===== src/rtl/mem_port_arbiter.sv =====
// Two-master arbiter for the single data-DRAM port: m0 (I-cache reads) and m1 (D-cache reads/writebacks).
// One transaction in flight at a time; the reply is routed back to its owner, with a timeout error path.
module mem_port_arbiter #(
  parameter int ADDR_WIDTH = 32,
  parameter int DATA_WIDTH = 128,
  parameter int TIMEOUT    = 64
) (
  input  logic                  clk,
  input  logic                  rst,
  input  logic                  m0_r_request_valid,
  output logic                  m0_r_request_ready,
  input  logic [ADDR_WIDTH-1:0] m0_raddr,
  output logic                  m0_r_reply_valid,
  output logic [DATA_WIDTH-1:0] m0_rdata,
  output logic [1:0]            m0_rresp,
  input  logic                  m1_r_request_valid,
  output logic                  m1_r_request_ready,
  input  logic [ADDR_WIDTH-1:0] m1_raddr,
  output logic                  m1_r_reply_valid,
  output logic [DATA_WIDTH-1:0] m1_rdata,
  output logic [1:0]            m1_rresp,
  input  logic                  m1_w_request_valid,
  output logic                  m1_w_request_ready,
  input  logic [ADDR_WIDTH-1:0] m1_waddr,
  input  logic [DATA_WIDTH-1:0] m1_wdata,
  output logic                  m1_w_reply_valid,
  output logic [1:0]            m1_bresp,
  output logic                  s_r_request_valid,
  input  logic                  s_r_request_ready,
  output logic [ADDR_WIDTH-1:0] s_raddr,
  input  logic                  s_r_reply_valid,
  input  logic [DATA_WIDTH-1:0] s_rdata,
  output logic                  s_w_request_valid,
  input  logic                  s_w_request_ready,
  output logic [ADDR_WIDTH-1:0] s_waddr,
  output logic [DATA_WIDTH-1:0] s_wdata,
  input  logic                  s_w_reply_valid
);

  localparam int CNT_W = $clog2(TIMEOUT + 1);

  typedef enum logic [1:0] {ST_IDLE, ST_ISSUE, ST_WAIT} state_t;
  typedef enum logic [1:0] {SRC_M0R, SRC_M1W, SRC_M1R} src_t;

  state_t                state_q, state_d;
  src_t                  owner_q, owner_d;
  logic [CNT_W-1:0]      cnt_q, cnt_d;
  logic                  last_master_q, last_master_d;
  logic [ADDR_WIDTH-1:0] raddr_q, raddr_d;
  logic [ADDR_WIDTH-1:0] waddr_q, waddr_d;
  logic [DATA_WIDTH-1:0] wdata_q, wdata_d;

  logic       m0_req, m1_req, any_req, pick_m0;
  src_t       gnt_src;
  logic       is_wr, rsp_ok, rsp_to, done;
  logic [1:0] resp;

  // Grant: round-robin between masters, writeback ahead of refill inside m1.
  always_comb begin
    m0_req  = m0_r_request_valid;
    m1_req  = m1_w_request_valid | m1_r_request_valid;
    any_req = m0_req | m1_req;
    pick_m0 = m0_req && (!m1_req || last_master_q);
    gnt_src = pick_m0 ? SRC_M0R : (m1_w_request_valid ? SRC_M1W : SRC_M1R);

    m0_r_request_ready = (state_q == ST_IDLE) && any_req && (gnt_src == SRC_M0R);
    m1_w_request_ready = (state_q == ST_IDLE) && any_req && (gnt_src == SRC_M1W);
    m1_r_request_ready = (state_q == ST_IDLE) && any_req && (gnt_src == SRC_M1R);
  end

  always_comb begin
    is_wr  = (owner_q == SRC_M1W);
    rsp_ok = (state_q == ST_WAIT) && (is_wr ? s_w_reply_valid : s_r_reply_valid);
    rsp_to = (state_q == ST_WAIT) && !rsp_ok && (cnt_q == CNT_W'(TIMEOUT));
    done   = rsp_ok | rsp_to;
    resp   = rsp_to ? 2'b10 : 2'b00;

    s_r_request_valid = (state_q == ST_ISSUE) && !is_wr;
    s_w_request_valid = (state_q == ST_ISSUE) && is_wr;
    s_raddr = raddr_q;
    s_waddr = waddr_q;
    s_wdata = wdata_q;

    m0_rdata = s_rdata;
    m1_rdata = s_rdata;
    m0_r_reply_valid = done && (owner_q == SRC_M0R);
    m1_r_reply_valid = done && (owner_q == SRC_M1R);
    m1_w_reply_valid = done && (owner_q == SRC_M1W);
    m0_rresp = m0_r_reply_valid ? resp : 2'b00;
    m1_rresp = m1_r_reply_valid ? resp : 2'b00;
    m1_bresp = m1_w_reply_valid ? resp : 2'b00;
  end

  always_comb begin
    state_d       = state_q;
    owner_d       = owner_q;
    cnt_d         = cnt_q;
    last_master_d = last_master_q;
    raddr_d       = raddr_q;
    waddr_d       = waddr_q;
    wdata_d       = wdata_q;
    case (state_q)
      ST_IDLE: begin
        if (any_req) begin
          owner_d       = gnt_src;
          last_master_d = (gnt_src != SRC_M0R);
          state_d       = ST_ISSUE;
          case (gnt_src)
            SRC_M0R: raddr_d = m0_raddr;
            SRC_M1R: raddr_d = m1_raddr;
            default: begin
              waddr_d = m1_waddr;
              wdata_d = m1_wdata;
            end
          endcase
        end
      end
      ST_ISSUE: begin
        if (is_wr ? s_w_request_ready : s_r_request_ready) begin
          cnt_d   = '0;
          state_d = ST_WAIT;
        end
      end
      ST_WAIT: begin
        if (done) state_d = ST_IDLE;
        else      cnt_d   = cnt_q + CNT_W'(1);
      end
      default: state_d = ST_IDLE;
    endcase
  end

  always_ff @(posedge clk) begin
    if (rst) begin
      state_q       <= ST_IDLE;
      owner_q       <= SRC_M0R;
      cnt_q         <= '0;
      last_master_q <= 1'b1;
      raddr_q       <= '0;
      waddr_q       <= '0;
      wdata_q       <= '0;
    end else begin
      state_q       <= state_d;
      owner_q       <= owner_d;
      cnt_q         <= cnt_d;
      last_master_q <= last_master_d;
      raddr_q       <= raddr_d;
      waddr_q       <= waddr_d;
      wdata_q       <= wdata_d;
    end
  end

endmodule


===== config.mk =====
export PLATFORM = sky130hd
export DESIGN_NAME = mem_port_arbiter
export DESIGN_NICKNAME = d
export VERILOG_FILES = /design/src/rtl/mem_port_arbiter.sv
export SDC_FILE = /design/constraint.sdc
export NUM_CORES = 1
export LEC_CHECK = 0
export ABC_AREA = 1
export CORE_AREA = 8 8 313 315
export DETAILED_ROUTE_END_ITERATION = 10
export DIE_AREA = 0 0 321 323
export MAX_ROUTING_LAYER = met4
export SLEW_MARGIN = 20
export SYNTH_ARGS = -nofsm -noshare
export SYNTH_HDL_FRONTEND = slang
export SYNTH_SLANG_ARGS = --single-unit
export TNS_END_PERCENT = 20

===== constraint.sdc =====
create_clock -name clk -period 1.4 [get_ports clk]
set_clock_uncertainty 0.1 [all_clocks]
set_input_delay 0.28 -clock clk [delete_from_list [all_inputs] [get_ports clk]]
set_output_delay 0.28 -clock clk [all_outputs]
set_load 0.02 [all_outputs]

* Word-level counts from Yosys, hierarchy flattened
Index checks and enable logic that the tools add are counted.
** Word-level totals
- Flip-flop bits (word level) :: 204
- Input port bits :: 361
- Logic and storage cells :: 68
** Operators by class
- Add/sub/neg operators :: 1
- Eq/ne operators :: 11
- Muxes and demuxes :: 16
- Bitwise logic cells :: 4
- Reduce and logical (&&, ||, !) cells :: 29
** Operator list (number)
- $pmux 32 s2 :: 1
- $mux 2 :: 9
- $mux 7 :: 2
- $pmux 7 s2 :: 1
- $logic_and 1x1->1 :: 13
- $reduce_and 3->1 :: 4
- $add 7x1->7 const B :: 1
- $eq 7x7->1 const B :: 1
- $eq 2x1->1 const B :: 3
- $eq 2x2->1 const B :: 3
- $logic_not 2->1 :: 3
- $ne 2x2->1 const B :: 3
- $pmux 2 s3 :: 1
- $reduce_bool 2->1 :: 3
- $logic_not 1->1 :: 3
- $or 1x1->1 :: 3
- $mux 1 :: 2
- $ne 2x1->1 const B :: 1
- $reduce_and 2->1 :: 1
- $reduce_or 2->1 :: 1
- $logic_or 1x1->1 :: 1
- $not 1->1 :: 1

* Depth between registers and ports, before layout
Gate-level depths: netlist of the first run.
- Depth after elaboration :: 9
- Depth in mapped cells :: 10
- Depth with buffers taken out :: 10

* Worst setup path before layout of the first run
No wires, ideal clock.
- Path type :: register to output
- Start point :: register cnt_q[0]
- End point :: output m0_rresp[1]
- Data arrival time :: 1679 ps
- Slack :: -659 ps
- Stages on the path, launching flop included :: 11
- Buffers on the path :: 0
- Cell sequence :: dfxtp_1 -> inv_1 -> ha_1 -> inv_1 -> nor2_1 -> nand3_1 -> nand2_1 -> nand2_1 -> nor3_1 -> nand2_1 -> inv_1
** Between the ends
- Cells in the longest elaborated chain, start to end :: 5
- Elaborated cells between the ends (all ways) :: 6
** Ends and longest elaborated chain
- start: declaration :: line 47 : logic [CNT_W-1:0] cnt_q, cnt_d;
- start signal: assignment :: line 144 : cnt_q <= cnt_d;
- $eq 7x7->1 :: line 74 : rsp_to = (state_q == ST_WAIT) && !rsp_ok && (cnt_q == CNT_W'(TIMEOUT));
- $logic_and 1x1->1 :: line 74
- $or 1x1->1 :: line 75 : done = rsp_ok | rsp_to;
- $logic_and 1x1->1 :: line 86 : m0_r_reply_valid = done && (owner_q == SRC_M0R);
- net m0_r_reply_valid :: line 13 : output logic m0_r_reply_valid,
- $mux 2 :: line 89 : m0_rresp = m0_r_reply_valid ? resp : 2'b00;
- end: declaration :: line 15 : output logic [1:0] m0_rresp,
The timed path passes the listed nets, and every way through them passes these cells.

* Final worst setup path of the first run
- Start point :: register cnt_q[0]
- End point :: output m0_r_reply_valid
** Between the ends
- Cells in the longest elaborated chain, start to end :: 4
** Ends and longest elaborated chain (line)
- $eq 7x7->1 :: 74
- $logic_and 1x1->1 :: 74
- $or 1x1->1 :: 75
- $logic_and 1x1->1 :: 86
- end: declaration :: 13
Every way passes these cells.

==> results of run 1 <==
-- sequential cells by signal, indices dropped and copies added, names as in the netlist --
signal / cells
state_q: 2
last_master_q: 1
s_waddr: 32
s_raddr: 32
s_wdata: 128
owner_q: 2
cnt_q: 7
-- what timing repair did --
item | CTS | global route
pin swaps | 12 | 25
gates resized for setup | 974 | 378
setup buffers | 12 | 14
gates cloned | 2 | 21
endpoints found under the setup margin | 407 | 406
-- kinds of logic after synthesis --
| kind of cell | count (synthesis) | share of synthesized area [%] |
|---|---|---|
| other | 1 | 0.0384 |
| adder cells (fa/ha/maj) | 2 | 0.257 |
| buffers and inverters | 381 | 25.1 |
| XOR/XNOR | 1 | 0.0898 |
| AND/OR/NAND/NOR | 588 | 23.5 |
| AO/OA/AOI/OAI | 177 | 9.18 |
| flip-flops | 204 | 41.9 |
-- stage by stage --
stage	TNS (ns)	util (%)	worst slack, ns	cells
4_1_cts	-111.60	17.6	-1.01	2878
3_5_place_dp	-162.66	15.8	-0.972	2810
2_1_floorplan	-1.64	-	-0.388	1356
6_report	-99.13	18.8	-0.895	2928
5_1_grt	-132.19	18.8	-1.01	2927
3_3_place_gp	-157.25	15.8	-1.02	2810
-- cells in the final DEF, fill, tap and decap left out, drive strengths merged, types with 2 or more instances in the layout --
cell type,netlist,final
inv,52,56
clkdlybuf4s50,0,231
diode,0,16
nand3,47,47
bufinv,0,3
buf,292,326
conb,1,3
nand2,133,133
clkinv,1,9
a21oi,12,12
nor2,404,404
ha,2,2
dfxtp,204,204
nor3,4,4
o21ai,164,164
clkbuf,36,55
-- worst max path at each step --
stage                       start                 end  cells past startpoint
2_1_floorplan            cnt_q[1]         m1_rresp[1]                     10
3_5_place_dp   m1_w_request_valid  m1_w_request_ready                      6
4_1_cts                  cnt_q[0]         m0_rresp[1]                     11
5_1_grt                  cnt_q[0]         m0_rresp[1]                     11
6_report                 cnt_q[0]    m0_r_reply_valid                     10
3_3_place_gp      s_w_reply_valid         m1_rresp[1]                     10
-- power by group through the flow --
stage / Clock, uW / Combinational (uW) / Sequential (uW)
floorplan: 0 / 2460 / 7500
global placement: 0 / 5130 / 6870
detailed placement: 0 / 5140 / 6890
CTS: 8270 / 5450 / 6920
global route: 8450 / 6540 / 7060
finish: 7880 / 6050 / 6990
-- layer usage --
metal  track usage, %  up-vias  share of wire [%]
li1                 -     4575                  -
met1             10.1     4244                 37
met2             14.6      632                 44
met3             7.44       97                 16
met4             2.39        0                2.6
met5                -        -                  0
-- final cells by class --
class	instances	area [sq um]	share of cell area, %
Sequential cell	204	4290	24.6
Multi-Input combinational cell	771	3640	20.9
Clock inverter	16	203	1.16
Inverter	53	216	1.24
Tap cell	1254	1570	8.99
Antenna cell	16	40.0	0.229
Clock buffer	38	820	4.70
Timing Repair Buffer	576	6670	38.2
-- Yosys cell counts --
| cell type | count |
|---|---|
| a21oi_1 | 11 |
| o21ai_2 | 1 |
| ha_1 | 2 |
| inv_1 | 50 |
| o21ai_1 | 1 |
| conb_1 | 1 |
| inv_2 | 2 |
| buf_6 | 1 |
| nand2_2 | 3 |
| o21bai_1 | 1 |
| nor3_1 | 4 |
| a21oi_2 | 1 |
| clkinv_1 | 1 |
| nor2_4 | 1 |
| nand2_1 | 130 |
| clkbuf_1 | 36 |
| buf_4 | 259 |
| o21ai_0 | 162 |
| nand3_2 | 1 |
| buf_1 | 3 |
| nor2_1 | 403 |
| xor2_1 | 1 |
| dfxtp_1 | 204 |
| nand3_1 | 46 |
| buf_2 | 29 |
-- worst max-delay path: cells and delay by family, from the launching register on --
| family | cells | cell delay (ns) |
|---|---|---|
| simple gates | 5 | 0.51 |
| flops | 1 | 0.32 |
| buf+inv | 4 | 0.36 |
| fa+ha+maj | 1 | 0.13 |
==> results_dict.tcl, run 1 <==
set metrics [dict create \
    min_from "rst" \
    cts.clk_slew.worst_paths_ns 0.06 \
    hp-class "in2reg" \
    hold_viol_final 0 \
    nNetsFinal 1998 \
    cts_buffers 29 \
    p_switching_uw 6490 \
    hold-path-cell-count 5 \
    hpwl_microns 43600 \
    clock-sinks 204 \
    netlist-cell-type-count 25 \
    yosys_warnings 0 \
    rr_startpoint "state_q[0]" \
    die_h_microns 323 \
    fin_crit_sh_pct 164 \
    status "finished, violations left" \
    die-area_sq_um 104000 \
    r2r_cells 12 \
    r2r_slack_ns -0.52 \
    fill_cells 10400 \
    final_cell_area_sq_um 17500 \
    cts_max_path_buffers 3 \
    power_frac_seq_pct 33.4 \
    cpMaxStageDelayCell "dfxtp_2" \
    combPwrFrac_pct 28.9 \
    peakVddDrop_uv 756 \
    p_int_uw 14400 \
    critPathKind "reg2out" \
    netlist_area_sq_um 9750 \
    cts_tree "yes" \
    drive_gt1_share_pct 40.6 \
    cp.required_ns 1.02 \
    hold_slack_ns 0.171 \
    wl_microns 56800 \
    synth_area_leaders "dfxtp_1 42%, buf_4 20%, nor2_1 16%" \
    htree_levels 1 \
    p_clk_share_pct 37.7 \
    core_sq_um 92800 \
    cp_slowest_stage_delay_ns 0.32 \
    place.gp.congestion 0.789 \
    initial_core_util_pct 10.5 \
    grt_pass1_vias 9183 \
    swShare_pct 31.0 \
    grt_pass1_wl_microns 70300 \
    synth.avg_cell_area_sq_um 7.20 \
    pin_count 823 \
    synthCells 1354 \
    dpl_cell_area_sq_um 14700 \
    clk_latency_ns 0.58 \
    synth-seq-cells 204 \
    vias 9548 \
    worst_ep_arrival_time_ns 1.91 \
    cp-start-kind "flip-flop" \
    cp_common_cell "inv_2" \
    die_w_microns 321 \
    setup_violations 396 \
    totalPowerFinal_uw 20900 \
    p_per_area_nw_per_um2 1200 \
    grt_overflow 0 \
    grt_max_degree 48 \
    drt_first_pass_iters 5 \
    seq_area_frac_synth_pct 41.9 \
    path_cells "inv_2, ha_4, inv_2, nor2_2, nand3_2, nand2_2, nand2_4, nor3_4, buf_4, buf_6" \
    drt_iter0_drc 415 \
    area_delta_synth_final_pct 79.0 \
    maxCapViolations 0 \
    antenna_found_initial 25 \
    violations "setup timing" \
    viasPerCell 3.26 \
    numPortBuffers 435 \
    clock-root-buffer "clkbuf_16" \
    holdPathEnd "s_waddr[19]" \
    drcViolationCount 0 \
    r2r_end "s_wdata[33]" \
    crit_fanout 3 \
    final_max_slew_viol_count 0 \
    grt_usage_pct 9.75 \
    hold_buffers 0 \
    wl_per_cell_microns 19.4 \
    layout_min_cycle_time_ns 2.29 \
    end_kind "output pin" \
    synth_area_leader_cell "dfxtp_1" \
    synth_top_area_share_pct 41.9 \
    final.setup.worst_slack_ns -0.895 \
    p_leak_uw 0.00710 \
    rows 112 \
    final_antenna_net_count 0 \
    grt_setup_unrepaired "true" \
    fmaxAchievable_mhz 436 \
]
No activity file was read; power rests on OpenSTA's default activity.
==> inputs of run 2 (changes only) <==
--- a/config.mk
+++ b/config.mk
@@ -10,4 +10,5 @@
 export DETAILED_ROUTE_END_ITERATION = 10
 export DIE_AREA = 0 0 321 323
+export GPL_ROUTABILITY_DRIVEN = 0
 export MAX_ROUTING_LAYER = met4
 export SLEW_MARGIN = 20
==> constraint.sdc (replaced) <==
create_clock -name clk -period 1.4 [get_ports clk]
set_clock_uncertainty 0.1 [all_clocks]
set_input_delay 0.14 -clock clk [delete_from_list [all_inputs] [get_ports clk]]
set_output_delay 0.14 -clock clk [all_outputs]
set_load 0.02 [all_outputs]
==> run 2 against run 1 <==
Against the previous run: the flow still finishes with violations (setup timing); die area stayed put; fmax up 8.9%; total power decreased by 2.6%; sequential cell count unchanged; register-to-register slack lost 0.03 ns; design area fell by 0.52%; core utilization fell by 0.098 points; via count is 2.4% higher; hold slack got worse by 0.099 ns; setup slack better by 0.19 ns; non-clock buffer count increased by 24; critical endpoint is now m1_rresp[1]; highest routed layer unchanged.
==> results_dict.tcl, run 2 (synthesized netlist as in run 1, its figures left out) <==
set metrics [dict create \
    cp.required_ns 1.16 \
    grt_pass1_wl_microns 76500 \
    p_clk_share_pct 36.2 \
    critPathKind "reg2out" \
    min_from "m1_wdata[97]" \
    power_frac_seq_pct 33.4 \
    drive_gt1_share_pct 38.4 \
    wl_per_cell_microns 19.7 \
    cts_buffers 28 \
    pin_count 823 \
    die_w_microns 321 \
    fill_cells 10400 \
    final_common_cell "nor2_1" \
    crit_fanout 3 \
    rows 112 \
    drt_first_pass_iters 4 \
    grt_usage_pct 10.6 \
    fin_util_pct 18.7 \
    rr_startpoint "state_q[1]" \
    grt_setup_unrepaired "true" \
    r2r_slack_ns -0.55 \
    antenna_found_initial 22 \
    cts_max_path_buffers 3 \
    final_antenna_net_count 0 \
    final.setup.worst_slack_ns -0.707 \
    largest_reg_flops 128 \
    fmaxAchievable_mhz 475 \
    fin_crit_sh_pct 151 \
    viasPerCell 3.32 \
    hp-class "in2reg" \
    initial_core_util_pct 10.5 \
    grt_pass1_vias 9833 \
    area_delta_synth_final_pct 78.0 \
    worst_ep_arrival_time_ns 1.87 \
    combPwrFrac_pct 30.4 \
    dpl_cell_area_sq_um 14700 \
    grt_overflow 0 \
    swShare_pct 31.8 \
    p_switching_uw 6470 \
    core_sq_um 92800 \
    r2r_end "s_wdata[14]" \
    cts_tree "yes" \
    p_leak_uw 0.00722 \
    die-area_sq_um 104000 \
    drt_iter0_drc 439 \
    end_kind "output pin" \
    clock-root-buffer "clkbuf_16" \
    cp-start-kind "flip-flop" \
    violations "setup timing" \
    hold_viol_final 0 \
    setup_violations 214 \
    peakVddDrop_uv 827 \
    maxCapViolations 0 \
    cts.clk_slew.worst_paths_ns 0.06 \
    clock-sinks 204 \
    grt_max_degree 43 \
    p_int_uw 13900 \
    final_cell_area_sq_um 17400 \
    wl_microns 58200 \
    status "finished, violations left" \
    layout_min_cycle_time_ns 2.11 \
    die_h_microns 323 \
    holdPathEnd "s_wdata[97]" \
    hpwl_microns 43700 \
    r2r_cells 11 \
    clk_latency_ns 0.58 \
    vias 9778 \
    p_per_area_nw_per_um2 1170 \
    numPortBuffers 435 \
    htree_levels 1 \
    nNetsFinal 2021 \
    drcViolationCount 0 \
    final_max_slew_viol_count 0 \
    layout.cells.most_common_list "358 x nor2_1, 231 x clkdlybuf4s50_1, 180 x dfxtp_1, 126 x buf_4, 125 x nand2_1" \
    hold-path-cell-count 3 \
]
-- run 2: changes by cell type in the layout (fill, tap and decap cells not counted), moves of 18 or more --
cell,before,now
buf_2,1,34
nor2_1,332,358
buf_6,177,34
nor2_2,55,25
o21ai_0,125,22
clkbuf_2,0,79
dfxtp_2,165,21
o21ai_4,4,22
buf_16,5,23
o21ai_2,7,109
dfxtp_1,38,180
buf_4,86,126
-- run 2: cell type report --
| class | count | area, sq um | share of cell area [%] |
|---|---|---|---|
| repair buffers | 600 | 6280 | 36.2 |
| clock buffers | 34 | 773 | 4.45 |
| well taps | 1254 | 1570 | 9.04 |
| inverters | 53 | 216 | 1.25 |
| diodes | 15 | 37.5 | 0.216 |
| flip-flops and latches | 204 | 4120 | 23.7 |
| multi-input cells | 771 | 4200 | 24.2 |
| clock inverters | 15 | 170 | 0.980 |
-- run 2: metrics by stage --
| stage | worst slack (ns) | std cells | hold WS [ns] | setup TNS [ns] | power (uW) |
|---|---|---|---|---|---|
| finish | -0.707 | 2946 | 0.0718 | -81.06 | 20400 |
| global route | -0.864 | 2943 | 0.0468 | -97.88 | 21500 |
| CTS | -0.792 | 2934 | 0.00394 | -166.04 | 20900 |
| detailed placement | -0.709 | 2811 | 0.180 | -123.50 | 12000 |
| global placement | -0.696 | 2811 | 0.180 | -119.28 | 12000 |
| floorplan | -0.248 | 1356 | 0.205 | -0.737 | 9960 |
-- run 2: power groups by stage --
stage                     Sequential [uW]  Combinational [uW]  Clock (uW)
after global routing                 6870                6690        7900
after CTS                            6780                6380        7730
after global placement               6860                5130           0
after floorplan                      7500                2460           0
final                                6800                6200        7380
after detailed placement             6870                5160           0
-- run 2: worst max path at each step --
stage,depth (start not counted),slack [ns],end,startpoint
final,11,-0.71,m1_rresp[1],cnt_q[0]
after global routing,11,-0.86,m0_rresp[1],cnt_q[0]
after CTS,11,-0.79,m0_rresp[1],cnt_q[0]
after detailed placement,6,-0.71,m1_w_request_ready,m1_w_request_valid
after global placement,6,-0.70,m1_w_request_ready,m1_w_request_valid
after floorplan,10,-0.25,m1_rresp[1],cnt_q[1]
-- run 2: metal layers --
layer	vias up	global-route usage (%)	part of all wire, %	wire length (microns)
met2	614	15.8	43	25100
met5	-	-	0	0
li1	4628	-	-	-
met1	4428	11.7	39	22500
met3	108	6.87	15	8710
met4	0	3.06	3.2	1850
-- run 2: repair_timing --
| action | 4_1_cts | 5_1_grt |
|---|---|---|
| cloned | 26 | 7 |
| gates resized for setup | 597 | 489 |
| endpoints found under the hold margin | 26 | 0 |
| pin swaps | 31 | 28 |
| hold buffers | 2 | 0 |
| endpoints found under the setup margin | 395 | 371 |
| setup buffers | 47 | 9 |
-- run 2: critical path, cell delays in order, from the launching register on --
cell and delay, ns:
dfxtp_2 0.32, inv_2 0.07, ha_4 0.13, inv_2 0.03
nor2_2 0.08, nand3_2 0.10, nand2_2 0.10, nand2_4 0.08
nor3_4 0.13, nand2_1 0.08, inv_2 0.06, buf_6 0.11
